==> config.mk <==
export PLATFORM = sky130hd
export DESIGN_NAME = pipe_addsub
export DESIGN_NICKNAME = d
export VERILOG_FILES = /design/src/rtl/pipe_addsub.sv
export SDC_FILE = /design/constraint.sdc
export NUM_CORES = 1
export LEC_CHECK = 0
export ABC_AREA = 1
export ABC_CLOCK_PERIOD_IN_PS = 3400
export CAP_MARGIN = 10
export CORE_UTILIZATION = 26
export CTS_CLUSTER_DIAMETER = 120
export DETAILED_ROUTE_END_ITERATION = 8
export PLACE_DENSITY = 0.43
export SKIP_CTS_REPAIR_TIMING = 1
export SLEW_MARGIN = 20
export SYNTH_ARGS = -nofsm -noshare
export SYNTH_HDL_FRONTEND = slang
export SYNTH_SLANG_ARGS = --single-unit
==> constraint.sdc <==
create_clock -name clk -period 3.4 [get_ports clk]
set_clock_uncertainty 0.1 [all_clocks]
set_input_delay 0.34 -clock clk [delete_from_list [all_inputs] [get_ports clk]]
set_output_delay 0.34 -clock clk [all_outputs]
set_load 0.05 [all_outputs]
==> src/rtl/pipe_addsub.sv <==
// Two-stage pipelined adder/subtractor with valid/ready handshake, optional
// saturation, and a saturating counter of delivered overflowing results.
module pipe_addsub #(
    parameter int W  = 16,
    parameter int CW = 8
) (
    input  logic          clk,
    input  logic          rst,
    input  logic          in_valid,
    output logic          in_ready,
    input  logic [W-1:0]  a,
    input  logic [W-1:0]  b,
    input  logic          op,
    input  logic          sgn,
    input  logic          sat,
    output logic          out_valid,
    input  logic          out_ready,
    output logic [W-1:0]  y,
    output logic          cout,
    output logic          ovf,
    output logic [CW-1:0] ovf_cnt,
    input  logic          clr_cnt
);

    logic         s1_valid;
    logic [W-1:0] s1_a;
    logic [W-1:0] s1_b;
    logic         s1_op;
    logic         s1_sgn;
    logic         s1_sat;

    logic         s1_adv;
    logic         s2_adv;

    logic [W-1:0] b_eff;
    logic [W:0]   sum;
    logic [W-1:0] y_raw;
    logic         c_raw;
    logic         v_sgn;
    logic         v_sel;
    logic [W-1:0] y_nxt;

    assign s2_adv   = !out_valid || out_ready;
    assign s1_adv   = !s1_valid || s2_adv;
    assign in_ready = s1_adv;

    // Subtraction is a + ~b + 1; the carry-out then means "no borrow".
    always_comb begin
        b_eff = s1_op ? ~s1_b : s1_b;
        sum   = {1'b0, s1_a} + {1'b0, b_eff} + (W+1)'(s1_op);
        y_raw = sum[W-1:0];
        c_raw = sum[W] ^ s1_op;
        v_sgn = (s1_a[W-1] == b_eff[W-1]) && (y_raw[W-1] != s1_a[W-1]);
        v_sel = s1_sgn ? v_sgn : c_raw;
        y_nxt = y_raw;
        if (s1_sat && v_sel) begin
            if (!s1_sgn)
                y_nxt = s1_op ? '0 : '1;
            else if (s1_a[W-1])
                y_nxt = {1'b1, {(W-1){1'b0}}};
            else
                y_nxt = {1'b0, {(W-1){1'b1}}};
        end
    end

    always_ff @(posedge clk) begin
        if (rst) begin
            s1_valid <= 1'b0;
            s1_a     <= '0;
            s1_b     <= '0;
            s1_op    <= 1'b0;
            s1_sgn   <= 1'b0;
            s1_sat   <= 1'b0;
        end else if (s1_adv) begin
            s1_valid <= in_valid;
            if (in_valid) begin
                s1_a   <= a;
                s1_b   <= b;
                s1_op  <= op;
                s1_sgn <= sgn;
                s1_sat <= sat;
            end
        end
    end

    always_ff @(posedge clk) begin
        if (rst) begin
            out_valid <= 1'b0;
            y         <= '0;
            cout      <= 1'b0;
            ovf       <= 1'b0;
        end else if (s2_adv) begin
            out_valid <= s1_valid;
            if (s1_valid) begin
                y    <= y_nxt;
                cout <= c_raw;
                ovf  <= v_sel;
            end
        end
    end

    // Clear wins over a coincident increment; the count sticks at all-ones.
    always_ff @(posedge clk) begin
        if (rst || clr_cnt)
            ovf_cnt <= '0;
        else if (out_valid && out_ready && ovf && (ovf_cnt != '1))
            ovf_cnt <= ovf_cnt + CW'(1);
    end

endmodule

==> flow_summary.toml, run 1 <==
[sta]
finalMaxSlewViolations = 0
slew_headroom = 0.5696
tns_ps = 0
fin_crit_sh = 0.8787
max_freq_mhz = 334.7
tightest_slew_ps = 644.8
grt_setup_unrepaired = "no"
finalSetupViolations = 0
hold_viol = 0
fin_ws_ps = 412.4
period_minus_slack_ps = 2988
whs_ps = 363.3

[drt]
drtIter0Drc = 134
wire_per_inst_um = 11.85
via_count = 3057
wl_mm = 8.493
first_pass_iters = 4
drc = 0
postRouteAntennaNets = 0
via_per_inst = 4.264

[power_and_ir_drop]
total_power_mw = 2.393
switchingPower_mw = 0.7321
p_int_mw = 1.661
power_frac_clock = 0.413
comb_power_share = 0.240
powerDensity_nw_per_um2 = 523.6
peakVddDrop_v = 0.0002448
swShare = 0.3059
seqPwrFrac = 0.346
power_leakage_nw = 2.002

[setup_path]
critPathMostFrequentCell = "nand2_1"
cp_top_family = "simple AND/OR/NAND/NOR gates"
crit_path_max_incr_delay_ps = 610
ff2ff_path_depth = 15
path_buf_inv = 1
required_ps = 3570
cp_max_fo = 19
cp.depth = 15
crit_slowest_cell = "dfxtp_1"
crit_type = "reg -> reg"
crit_path_end_kind = "flip-flop"
critPathLaunchType = "flip-flop"
ff2ff_setup_slack_ps = 410
path_cells = "buf_4, xor2_1, ha_1, a21o_1, nand2_1, nand2_1, a21oi_1, nand2_1, nand2_1, nand3_1, nand2_4, nand3_2, nand2_4, nor2_1, nor2_1"
crit_arrival_ps = 3160

[clocking]
cts_buffer_depth = 2
h-tree-depth = 3
clockRootBuffer = "clkbuf_16"
clkLatencyLatePin_ps = 340
cts_tree = "built"
numCtsBuffers = 9
clock_sinks = 63
clk_pin_slew_ps = 60

[global_routing]
grt_antenna_before_repair = 0
grt-ovfl-total = 0
grt_max_degree = 42
grt_pass1_wl_mm = 13.68
track_usage = 0.1345
grt_pass1_vias = 2811

[yosys]
syn_inst = 478
synthArstFlopShare = 0
syn_area_um2 = 3438
syn_area_per_cell_um2 = 7.193
synthFlopType = "dfxtp_1"
yosysWarnings = 0
synth_seq_area_share = 0.3668
synth_edf_count = 0
ys_ff_latch = 63
yosysUniqueCellTypes = 35
synth_fp_nets = 535

[cells_and_area]
n_antenna_cell = 0
final_nets = 597
drive_gt1_frac = 0.09174
fillers = 1383
final_common_cell = "nor2_1"
final_cell_mix = "nor2_1, clkdlybuf4s50_1, dfxtp_1"
syn_to_final_growth_pct = 32.93

[floorplanning]
core_area_um2 = 12770
die_area_um2 = 13690
ios = 68
die_h_um = 117.0
die_width_um = 117.0
start_util = 0.2692
row_count = 41

[status]
outcome = "finished, final reports clean"

[placed_design]
gp_congestion = 0.8207
dp_hpwl_mm = 6.367
pre_cts_slack_ps = 378.2
io_buffers = 67

[hold_path]
hp-class = "reg -> reg"
holdPathStages = 2

[job]
maxCapViolCount = 0
==> worst reg2reg max path, cell delays in order, from the launching register on <==
cell and delay, ps:
dfxtp_1 610, buf_4 300, xor2_1 160, ha_1 300, a21o_1 210, nand2_1 50
nand2_1 70, a21oi_1 170, nand2_1 70, nand2_1 80, nand3_1 110, nand2_4 210
nand3_2 120, nand2_4 190, nor2_1 80, nor2_1 90
==> registers in the layout, summed over array words and instances, names as in the netlist <==
register,cells
cout,1
out_valid,1
ovf,1
ovf_cnt,8
s1_a,16
s1_b,16
s1_op,1
s1_sat,1
s1_sgn,1
s1_valid,1
y,16
==> cell type report <==
cell class	count	area, µm²	area share
Multi-Input combinational cell	357	1928	0.4218
Sequential cell	63	1261	0.2759
Timing Repair Buffer	71	700.7	0.1533
Clock buffer	9	225.2	0.04927
Tap cell	172	215.2	0.04708
Inverter	38	142.6	0.03121
Clock inverter	7	97.59	0.02135
==> routing by layer <==
metal / share of wire / global-route usage
met1: 0.52 / 0.1761
met2: 0.42 / 0.2028
met3: 0.039 / 0.03347
met4: 0.017 / 0.07342
met5: 0 / 0
==> logic make-up after synthesis <==
group / after synthesis / synth area share
fa+ha+maj: 17 / 0.06405
buf+inv: 58 / 0.07241
compound gates: 111 / 0.1692
simple gates: 201 / 0.2562
xor+xnor: 28 / 0.07132
flops: 63 / 0.3668
==> power groups by stage <==
stage	registers, mW	clock network (mW)	logic (mW)
global route	0.836	1.06	0.646
finish	0.829	0.989	0.575
floorplan	0.897	0	0.358
detailed placement	0.846	0	0.581
CTS	0.830	1.03	0.584
global placement	0.846	0	0.581
==> metrics by stage <==
stage / area [µm²] / std cells / utilization
floorplan: 3438 / 478 / -
global placement: 4248 / 701 / 0.3326
detailed placement: 4248 / 701 / 0.3326
CTS: 4571 / 717 / 0.3578
global route: 4571 / 717 / 0.3578
finish: 4571 / 717 / 0.3578
==> cell usage after synthesis, types with 4 or more instances <==
cell type | count | share of area
nand2_2 | 6 | 0.011
nor2_2 | 10 | 0.018
xnor2_1 | 6 | 0.015
xor2_1 | 22 | 0.056
nor2_1 | 98 | 0.11
o21ai_0 | 59 | 0.086
a21oi_1 | 42 | 0.061
inv_1 | 34 | 0.037
nand2_1 | 61 | 0.067
dfxtp_1 | 63 | 0.37
nand2_4 | 5 | 0.016
nand3_1 | 9 | 0.013
inv_2 | 4 | 0.0044
ha_1 | 16 | 0.058
clkbuf_1 | 12 | 0.013
==> final timing paths <==
kind / startpoint / end
min reg2reg: ovf_cnt[4] / ovf_cnt[4]
max: s1_op / y[11]
max reg2reg: s1_op / y[11]
min: ovf_cnt[4] / ovf_cnt[4]
Power figures use the tool's default switching activity.
==> run 2, diff against run 1 <==
Settings changed: ABC_CLOCK_PERIOD_IN_PS 3400 to not set.
==> results of run 2 <==
The final DEF is identical to that of run 1; final timing and power are the same.
==> run 3, diff against run 2 <==
Settings changed: SLEW_MARGIN 20 to 5.
==> results of run 3 <==
The final DEF is identical to that of run 1; final timing and power are the same.
